File: config.mk
export PLATFORM = sky130hd
export DESIGN_NAME = spike_encoder_array
export DESIGN_NICKNAME = d
export VERILOG_FILES = /design/src/rtl/spike_encoder_array.sv
export SDC_FILE = /design/constraint.sdc
export NUM_CORES = 1
export LEC_CHECK = 0
export ABC_AREA = 1
export BUFFER_PORTS_ARGS = -buffer_cell sky130_fd_sc_hd__buf_2
export CAP_MARGIN = 20
export CORE_UTILIZATION = 45
export CTS_CLUSTER_SIZE = 20
export DETAILED_ROUTE_END_ITERATION = 10
export GPL_TIMING_DRIVEN = 1
export PLACE_DENSITY_LB_ADDON = 0.05
export SYNTH_ARGS = -nofsm -noshare
export SYNTH_HDL_FRONTEND = slang
export SYNTH_SLANG_ARGS = --single-unit
File: constraint.sdc
create_clock -name clk -period 1.8 [get_ports clk]
set_clock_uncertainty 0.05 [all_clocks]
set_input_delay 0.36 -clock clk [delete_from_list [all_inputs] [get_ports clk]]
set_output_delay 0.36 -clock clk [all_outputs]
set_load 0.01 [all_outputs]
File: src/rtl/spike_encoder_array.sv
// Multi-channel spike encoder: converts latched per-channel intensities into
// spike trains using deterministic rate, LFSR-driven Poisson or time-to-first-spike coding.
module spike_encoder_array #(
    parameter int          NUM_CH    = 4,
    parameter int          VAL_W     = 8,
    parameter int          WINDOW    = 256,
    parameter logic [15:0] LFSR_SEED = 16'hACE1
) (
    input  logic                      clk,
    input  logic                      rst_n,
    input  logic                      enable,
    input  logic [1:0]                mode,
    input  logic                      load,
    input  logic [NUM_CH*VAL_W-1:0]   intensity,
    output logic [NUM_CH-1:0]         spike_out,
    output logic                      window_start
);

    localparam int                WCNT_W = (WINDOW > 1) ? $clog2(WINDOW) : 1;
    localparam logic [15:0]       SEED   = (LFSR_SEED == 16'h0000) ? 16'h0001 : LFSR_SEED;
    localparam logic [15:0]       TAPS   = 16'hB400;
    localparam logic [WCNT_W-1:0] WLAST  = WCNT_W'(WINDOW - 1);

    typedef enum logic [1:0] {
        MODE_OFF     = 2'b00,
        MODE_RATE    = 2'b01,
        MODE_POISSON = 2'b10,
        MODE_TTFS    = 2'b11
    } mode_e;

    logic [NUM_CH-1:0][VAL_W-1:0] int_q, int_d;
    logic [NUM_CH-1:0][VAL_W-1:0] acc_q, acc_d;
    logic [WCNT_W-1:0]            wcnt_q, wcnt_d;
    logic [15:0]                  lfsr_q, lfsr_d;
    mode_e                        mode_q, mode_d;
    logic [NUM_CH-1:0]            spike_q, spike_d;
    logic                         wstart_q, wstart_d;
    logic [VAL_W-1:0]             rnd [NUM_CH];

    // Each channel sees a differently rotated view of the shared LFSR word.
    for (genvar g = 0; g < NUM_CH; g++) begin : g_rnd
        localparam int ROT = (3 * g) % 16;
        assign rnd[g] = VAL_W'((lfsr_q << ROT) | (lfsr_q >> ((16 - ROT) % 16)));
    end

    always_comb begin
        logic [VAL_W:0]   sum;
        logic [VAL_W-1:0] tgt;
        int_d    = int_q;
        acc_d    = acc_q;
        wcnt_d   = wcnt_q;
        lfsr_d   = lfsr_q;
        mode_d   = mode_e'(mode);
        spike_d  = '0;
        wstart_d = 1'b0;
        sum      = '0;
        tgt      = '0;
        if (load) begin
            int_d  = intensity;
            acc_d  = '0;
            wcnt_d = '0;
        end else if (mode_d != mode_q) begin
            acc_d  = '0;
            wcnt_d = '0;
        end else if (enable) begin
            case (mode_q)
                MODE_RATE: begin
                    for (int i = 0; i < NUM_CH; i++) begin
                        sum        = {1'b0, acc_q[i]} + {1'b0, int_q[i]};
                        acc_d[i]   = sum[VAL_W-1:0];
                        spike_d[i] = sum[VAL_W];
                    end
                end
                MODE_POISSON: begin
                    for (int i = 0; i < NUM_CH; i++) begin
                        spike_d[i] = (rnd[i] < int_q[i]);
                    end
                    lfsr_d = {1'b0, lfsr_q[15:1]} ^ (lfsr_q[0] ? TAPS : 16'h0000);
                end
                MODE_TTFS: begin
                    wstart_d = (wcnt_q == '0);
                    // Fire time is the bitwise complement: higher intensity fires earlier.
                    for (int i = 0; i < NUM_CH; i++) begin
                        tgt        = ~int_q[i];
                        spike_d[i] = (int_q[i] != '0) && (wcnt_q == WCNT_W'(tgt));
                    end
                    wcnt_d = (wcnt_q == WLAST) ? '0 : wcnt_q + 1'b1;
                end
                default: ;
            endcase
        end
    end

    always_ff @(posedge clk or negedge rst_n) begin
        if (!rst_n) begin
            int_q    <= '0;
            acc_q    <= '0;
            wcnt_q   <= '0;
            lfsr_q   <= SEED;
            mode_q   <= MODE_OFF;
            spike_q  <= '0;
            wstart_q <= 1'b0;
        end else begin
            int_q    <= int_d;
            acc_q    <= acc_d;
            wcnt_q   <= wcnt_d;
            lfsr_q   <= lfsr_d;
            mode_q   <= mode_d;
            spike_q  <= spike_d;
            wstart_q <= wstart_d;
        end
    end

    assign spike_out    = spike_q;
    assign window_start = wstart_q;

endmodule

# Word level (Yosys, flattened, before mapping)

Index checks and enable logic that the tools add are counted.

Logic and storage cells: 75
Output and inout port bits: 5
Bits in registers: 95

$add $sub $neg: 5
Magnitude comparators: 4
Reductions and logical operators: 15
Mux-type cells: 18
Eq/ne operators: 9
Bitwise gates (word level): 11

Operator list:

| operator                                     | number |
|---|---|
| 2-to-1 mux 32 bit                            | 4 |
| 2-to-1 mux 8 bit                             | 5 |
| adder 8 x 8 -> 9 bit                         | 4 |
| equality test 8 bit                          | 4 |
| less-than comparator 8 bit                   | 4 |
| inverter 8 bit                               | 4 |
| nonzero test 8 bit                           | 4 |
| 2-to-1 mux 16 bit                            | 1 |
| XOR 15 x 16 -> 16 bit                        | 1 |
| 2-to-1 mux 4 bit                             | 3 |
| case mux 4 bit (3 select lines)              | 1 |
| nonzero test 3 bit                           | 3 |
| adder 8 x 1 -> 8 bit (second input constant) | 1 |
| equality test 8 bit (second input constant)  | 1 |
| logical NOT 8 bit                            | 1 |
| OR 1 x 8 -> 8 bit (first input constant)     | 1 |
| OR 8 x 3 -> 8 bit                            | 1 |
| OR 8 x 6 -> 8 bit                            | 1 |
| OR 8 bit                                     | 1 |
| equality test 2 bit (second input constant)  | 2 |
| logical AND 1 bit                            | 4 |
| 2-to-1 mux 1 bit                             | 4 |
| AND reduction 2 bit                          | 2 |
| AND reduction 4 bit                          | 1 |
| other kinds (3)                              | 4 |

# Longest topological paths before layout

Gate-level depths: netlist of the first run.

Depth in word-level cells: 7
Depth in mapped cells: 12

# Least setup slack after synthesis of the first run

OpenSTA, ideal clock, no wires.

Path kind: flip-flop to flip-flop
Start: register int_q[8] in the netlist's numbering
End: register acc_q[14] in the netlist's numbering
Cell stages (with the launch flop): 8
Setup time: 0.122 ns
Data required time: 1.628 ns
Path slack: 0.073 ns
Arrival: 1.554 ns
Cell sequence: dfrtp_1 -> ha_1 -> inv_1 -> fa_1 -> o21ai_0 -> nand2_1 -> a21oi_1 -> o21ai_1

Longest elaborated chain between the ends: 5

RTL lines:

| item                     | RTL line | text |
|---|---|---|
| start: declaration       | 31       | `logic [NUM_CH-1:0][VAL_W-1:0] int_q, int_d;` |
| start signal: assignment | 104      | `int_q <= int_d;` |
| adder 8 x 8 -> 9 bit     | 69       | `sum = {1'b0, acc_q[i]} + {1'b0, int_q[i]};` |
| 2-to-1 mux 32 bit        | 66       | `case (mode_q)` |
| 2-to-1 mux 32 bit        | 65       | `end else if (enable) begin` |
| 2-to-1 mux 32 bit        | 62       | `end else if (mode_d != mode_q) begin` |
| 2-to-1 mux 32 bit        | 58       | `if (load) begin` |
| end signal: assignment   | 97       | `acc_q <= '0;` |
| end signal: assignment   | 105      | `acc_q <= acc_d;` |
| end: declaration         | 32       | `logic [NUM_CH-1:0][VAL_W-1:0] acc_q, acc_d;` |

No other way between the ends. The select of a mux whose other input is x is not followed.
A chain may end at the register's enable or synchronous reset.

# Worst setup path after layout of the first run

Start: register mode_q[0]
End: register acc_q[23] in the netlist's numbering

Longest elaborated chain between the ends: 3

RTL lines:

| item                                                                         | RTL line | text |
|---|---|---|
| start: declaration                                                           | 35       | `mode_e mode_q, mode_d;` |
| start signal: assignment                                                     | 108      | `mode_q <= mode_d;` |
| inequality test 2 bit / equality test 2 x 1 -> 1 bit (equally long branches) | 62, 66   |  |
| nonzero test 3 bit (no line) / 2-to-1 mux 32 bit (equally long branches)     | n/a      |  |
| AND reduction 2 bit (no line) / 2-to-1 mux 32 bit (equally long branches)    | n/a      |  |

Parallel ways exist; a longest one is shown, timed or not.

==> results of run 1 <==
cells by family (layout without fill, tap and decap cells):
family                   Yosys count  count (layout)  share of synthesized area (%)
AO/OA/AOI/OAI                    135             135                           11.3
buffers and inverters            139             222                           8.69
XOR/XNOR                          17              17                           2.41
adder cells (fa/ha/maj)           66              66                           13.2
flip-flops                        95              95                           36.8
AND/OR/NAND/NOR                  439             439                           27.6
layer usage:
metal	vias up	share of wire, %	routed length, um	global-route usage, %
li1	2990	-	-	-
met1	2817	48	8660	35.6
met2	121	46	8370	42.4
met3	24	4.4	800	4.17
met4	0	1.8	330	8.18
met5	-	0	0	0
path summary, 6_finish.rpt:
check / slack, ns / endpoint / cells after the start / startpoint
hold / removal: 0.09 / mode_q[0] / 1 / mode[0]
setup reg to reg: 0.1 / acc_q[23] / 8 / mode_q[0]
min in group asynchronous: 0.42 / int_q[19] / 2 / rst_n
max in group asynchronous: 0.61 / spike_out[1] / 3 / rst_n
setup / recovery: 0.1 / acc_q[23] / 8 / mode_q[0]
hold reg to reg: 0.44 / lfsr_q[5] / 2 / lfsr_q[6]
final cells by class:
class | count | area [sq um] | area share (%)
Timing Repair Buffer | 88 | 611 | 8.06
Sequential cell | 95 | 2390 | 31.5
Clock buffer | 13 | 260 | 3.43
Inverter | 118 | 450 | 5.94
Tap cell | 180 | 225 | 2.97
Clock inverter | 3 | 42.5 | 0.561
Multi-Input combinational cell | 657 | 3600 | 47.5
cell usage after synthesis, drive strengths merged:
cell	number
clkbuf	11
dfstp	8
ha	62
xor2	6
buf	10
nand3b	3
nand3	41
a21oi	30
nor3	5
nor4	1
and3	3
inv	118
or2	1
o21a	1
nand2	318
o21bai	5
nor2b	1
o21ai	92
dfrtp	87
fa	4
nand4	6
xnor2	11
and2	2
o22ai	4
a21o	3
nor2	58
state kept, by name (all words and copies together), names as in the netlist:
signal	flops
lfsr_q	16
window_start	1
acc_q	32
wcnt_q	8
spike_out	4
mode_q	2
int_q	32
cells in the final DEF (no fill, tap or decap), drive strengths merged, types with 2 or more instances in the layout:
| master | n |
|---|---|
| o21bai | 5 |
| a21oi | 30 |
| and2 | 2 |
| and3 | 3 |
| dfstp | 8 |
| o22ai | 4 |
| nand2 | 318 |
| dfrtp | 87 |
| xnor2 | 11 |
| ha | 62 |
| nand4 | 6 |
| nor2 | 58 |
| fa | 4 |
| nand3b | 3 |
| xor2 | 6 |
| inv | 118 |
| nor3 | 5 |
| clkbuf | 13 |
| nand3 | 41 |
| a21o | 3 |
| o21ai | 92 |
| buf | 87 |
metrics by stage:
stage	std cells	power [mW]	area (sq um)	TNS (ns)
floorplan	891	2.79	6480	0
global placement	1127	3.07	7120	-0.0272
detailed placement	1127	3.09	7120	-0.0444
CTS	1144	5.10	7440	0
global route	1154	5.35	7580	-0.0678
finish	1154	5.11	7580	0
power by group:
| part | internal (mW) | switching (mW) |
|---|---|---|
| Clock | 1.15 | 0.876 |
| Sequential | 2.21 | 0.0808 |
| Combinational | 0.295 | 0.495 |
| Total | 3.66 | 1.45 |
repair_timing:
action | 4_1_cts | 5_1_grt
hold endpoints to repair | 19 | 0
hold buffers | 1 | 0
resized for setup | 4 | 17
endpoints found under the setup margin | 3 | 29
pin swaps | 0 | 8
buffers inserted | 0 | 10
==> results.py, run 1 <==
metrics = {
    "critical_path": {
        "critical_path_class": "reg2reg",
        "path_max_fanout": 9,
        "end_kind": "flip-flop",
        "max_stage_delay_ns": 0.50,
        "slowest_stage": "dfrtp_1",
        "cpLargestDelayFamily": "simple AND/OR/NAND/NOR gates",
        "crit_path_start_kind": "flip-flop",
        "path_buf_inv": 2,
        "required_ns": 2.02,
        "cpMostUsedCell": "nand2_1",
        "arrival_ns": 1.92,
        "worstPathCellList": "inv_2, nand2_1, and3_1, nand2_1, nor2_4, buf_12, nand2_1, o21ai_0",
    },
    "die": {
        "placement_rows": 43,
        "die_height_um": 122,
        "core_sq_um": 14000,
        "die_x_um": 122,
        "ios": 43,
        "die_area_sq_um": 14900,
        "start_util_pct": 46.3,
    },
    "synthesis": {
        "yosysUniqueCellTypes": 39,
        "yosysTopAreaCell": "dfrtp_1",
        "synth_top_area_share_pct": 33.6,
        "synth_area_leaders": "dfrtp_1 34%, nand2_1 18%, ha_1 12%",
        "synth_area_sq_um": 6480,
        "synth_warnings": 0,
        "ys_seq_area_share_pct": 36.8,
        "synth_area_per_cell_sq_um": 7.27,
        "synthCells": 891,
        "ys_ff_latch": 95,
        "syn_nets": 995,
    },
    "global_routing": {
        "antenna_found_initial": 0,
        "grt_pass1_vias": 5940,
        "overflow": 0,
        "grt_pass1_wl_um": 29400,
        "grt_max_degree": 66,
        "grt_use_total_pct": 26.2,
    },
    "sta": {
        "fin_hold_ws_ns": 0.0870,
        "period_minus_slack_ns": 1.70,
        "setup_violations": 0,
        "tightest_slew_ns": 0.403,
        "rsz0062_at_grt": "true",
        "fmax_mhz": 588,
        "worst_slack_ns": 0.0986,
        "finalCritPeriodShare_pct": 94.5,
        "max_slew_margin_pct": 73.2,
        "slew_violations": 0,
        "finalHoldViolCount": 0,
    },
    "pwr": {
        "peakVddDrop_mv": 0.393,
        "p_leak_nw": 4.03,
        "power_density_nw_per_um2": 674,
    },
    "clocking": {
        "clkTransAtPathRegs_ns": 0.07,
        "cts_made_buffers": 9,
        "clock-root-buffer": "clkbuf_16",
        "clock-sinks": 95,
        "insertion_delay_ns": 0.36,
        "cts_tree": "done",
        "cts_htree_levels": 3,
        "cts_buffer_depth": 2,
    },
    "place": {
        "post-place-ws_ns": -0.0321,
        "io_buffers": 42,
        "dpl.hpwl_um": 13400,
        "place.gp.congestion": 0.895,
    },
    "final_layout": {
        "final_net_count": 1073,
        "area_delta_synth_final_pct": 16.9,
        "num_antenna_cells": 0,
        "finalCoreUtilization_pct": 54.2,
        "fill_cells": 1355,
        "drive_above_1_share_pct": 15.0,
    },
    "detailed_routing": {
        "vias": 5952,
        "viasPerCell": 5.16,
        "antenna_left": 0,
        "drc": 0,
        "wirelength_um": 18200,
        "drtIter0Drc": 388,
        "wire_per_inst_um": 15.7,
        "drt-pass1-iter-count": 6,
    },
    "run_status": {
        "status": "completed",
    },
    "job": {
        "maxCapViolations": 0,
    },
    "hold_path": {
        "hold_class": "in2reg",
    },
}
Power figures use the tool's default switching activity.
==> run 2, diff against run 1 <==
--- a/config.mk
+++ b/config.mk
@@ -12,7 +12,8 @@
 export CTS_CLUSTER_SIZE = 20
 export DETAILED_ROUTE_END_ITERATION = 10
 export GPL_TIMING_DRIVEN = 1
-export PLACE_DENSITY_LB_ADDON = 0.05
+export PLACE_DENSITY = 0.65
+export SLEW_MARGIN = 20
 export SYNTH_ARGS = -nofsm -noshare
 export SYNTH_HDL_FRONTEND = slang
 export SYNTH_SLANG_ARGS = --single-unit
==> run 2 against run 1 <==
Effect of this change: count of clock-buffer cells in the layout increased by 2; register-to-register slack improved by 0.06 ns; hold slack improved by 0.018 ns; first-iteration DRC count shrank 17%; sequential share of layout area is 0.66 points higher; routed wire length shrank 5.6%; sequential cell count is the same; global-route usage is 1.2 points lower.
==> results.py, run 2 (same netlist as run 1, synthesis figures left out) <==
metrics = {
    "run_status": {
        "status": "completed",
    },
    "final_layout": {
        "fill_cells": 1414,
        "area_delta_synth_final_pct": 14.5,
        "drive_above_1_share_pct": 12.7,
        "num_antenna_cells": 0,
        "top_regs": "acc_q (32), int_q (32), lfsr_q (16)",
        "final_net_count": 1063,
        "final_cell_mix": "315 x nand2_1, 116 x inv_1, 87 x dfrtp_1, 67 x o21ai_0, 61 x ha_1",
        "postLayoutCellArea_sq_um": 7420,
        "final_common_cell": "nand2_1",
    },
    "critical_path": {
        "critical_path_class": "reg2reg",
        "required_ns": 1.98,
        "reg2regPathDepth": 7,
        "crit_path_start_kind": "flip-flop",
        "end_kind": "flip-flop",
        "path_max_fanout": 32,
        "arrival_ns": 1.83,
    },
    "clocking": {
        "clock-sinks": 95,
        "insertion_delay_ns": 0.35,
        "cts_made_buffers": 9,
        "cts_htree_levels": 3,
        "clkTransAtPathRegs_ns": 0.07,
        "cts_tree": "done",
        "clock-root-buffer": "clkbuf_16",
        "cts_buffer_depth": 2,
    },
    "sta": {
        "tightest_slew_ns": 0.414,
        "finalCritPeriodShare_pct": 91.3,
        "fmax_mhz": 609,
        "finalHoldViolCount": 0,
        "period_minus_slack_ns": 1.64,
        "setup_violations": 0,
        "worst_slack_ns": 0.157,
        "max_slew_margin_pct": 72.4,
        "slew_violations": 0,
    },
    "global_routing": {
        "grt_max_degree": 65,
        "grt_use_total_pct": 24.9,
        "overflow": 0,
        "grt_pass1_wl_um": 28100,
        "grt_pass1_vias": 5559,
        "antenna_found_initial": 0,
    },
    "detailed_routing": {
        "drt-pass1-iter-count": 5,
        "antenna_left": 0,
        "wl_met1_um": 8390,
        "wire_per_inst_um": 15.0,
        "met3WireLength_um": 844,
        "viasPerCell": 5.09,
        "drc": 0,
        "wl_met2_um": 7660,
        "dr.max_layer_used": "met4",
        "wirelength_um": 17100,
        "vias": 5827,
        "drtIter0Drc": 322,
    },
    "die": {
        "ios": 43,
        "die_x_um": 122,
        "placement_rows": 43,
        "start_util_pct": 46.3,
        "die_area_sq_um": 14900,
        "die_height_um": 122,
        "core_sq_um": 14000,
    },
    "job": {
        "maxCapViolations": 0,
    },
    "place": {
        "dpl.hpwl_um": 12500,
        "place.gp.congestion": 0.890,
        "io_buffers": 42,
        "place_area_sq_um": 7120,
        "post-place-ws_ns": 0.0868,
    },
    "pwr": {
        "power_density_nw_per_um2": 651,
        "peakVddDrop_mv": 0.451,
        "p_leak_nw": 3.95,
    },
    "hold_path": {
        "holdPathStages": 1,
        "hold_class": "in2reg",
    },
}
run 2: changes by cell type in the layout (fill, tap and decap cells not counted), moves of 3 or more:
cell | before | now
nand3_1 | 34 | 37
clkbuf_1 | 2 | 6
ha_2 | 4 | 1
buf_4 | 42 | 31
nand3_2 | 7 | 4
ha_1 | 57 | 61
run 2: path summary, 6_finish.rpt:
kind | startpoint | slack (ns) | end
setup / recovery | mode_q[1] | 0.16 | lfsr_q[2]
hold / removal | mode[0] | 0.11 | mode_q[0]
setup reg to reg | mode_q[1] | 0.16 | lfsr_q[2]
hold reg to reg | acc_q[24] | 0.43 | acc_q[24]
max in group asynchronous | rst_n | 0.68 | acc_q[15]
min in group asynchronous | rst_n | 0.40 | acc_q[21]
run 2: layout make-up:
| cell class | instances | area [sq um] | share of cell area (%) |
|---|---|---|---|
| Multi-Input combinational cell | 657 | 3560 | 48.0 |
| Sequential cell | 95 | 2390 | 32.2 |
| Timing Repair Buffer | 78 | 548 | 7.38 |
| Inverter | 118 | 448 | 6.04 |
| Clock buffer | 15 | 248 | 3.34 |
| Tap cell | 180 | 225 | 3.03 |
| Clock inverter | 1 | 5.00 | 0.0674 |
run 2: worst max-delay path, stage by stage, from the launching register on:
cell and delay (ns):
dfrtp_1 0.43, xnor2_2 0.19, nand3_2 0.14, nor2_4 0.21
nand3_2 0.08, buf_4 0.25, nand2_1 0.11, o21ai_2 0.05
run 2: report_power, final:
group          internal, mW  switching, mW
Combinational         0.290          0.488
Sequential             2.21         0.0804
Clock                 0.940          0.820
run 2: timing repair:
item	CTS	global route
hold buffers	1	0
endpoints found under the setup margin	0	11
setup buffers	0	1
gates resized for setup	0	10
hold endpoints to repair	11	0
run 2: routing by layer:
metal  global-route usage (%)  vias up
met5                        0        -
met4                     8.33        0
met3                     3.42       17
met2                     39.4      131
met1                     35.0     2712
li1                         -     2967
run 2: per-stage QoR:
stage	power [mW]	setup TNS [ns]	util, %	hold WS (ns)	instances
4_1_cts	4.85	0	52.8	0.0963	1143
3_5_place_dp	3.10	0	50.9	0.235	1126
6_report	4.83	0	53.1	0.105	1144
3_3_place_gp	3.09	0	50.9	0.235	1126
5_1_grt	5.08	-0.000625	53.1	0.112	1144
2_1_floorplan	2.79	0	-	0.0144	891
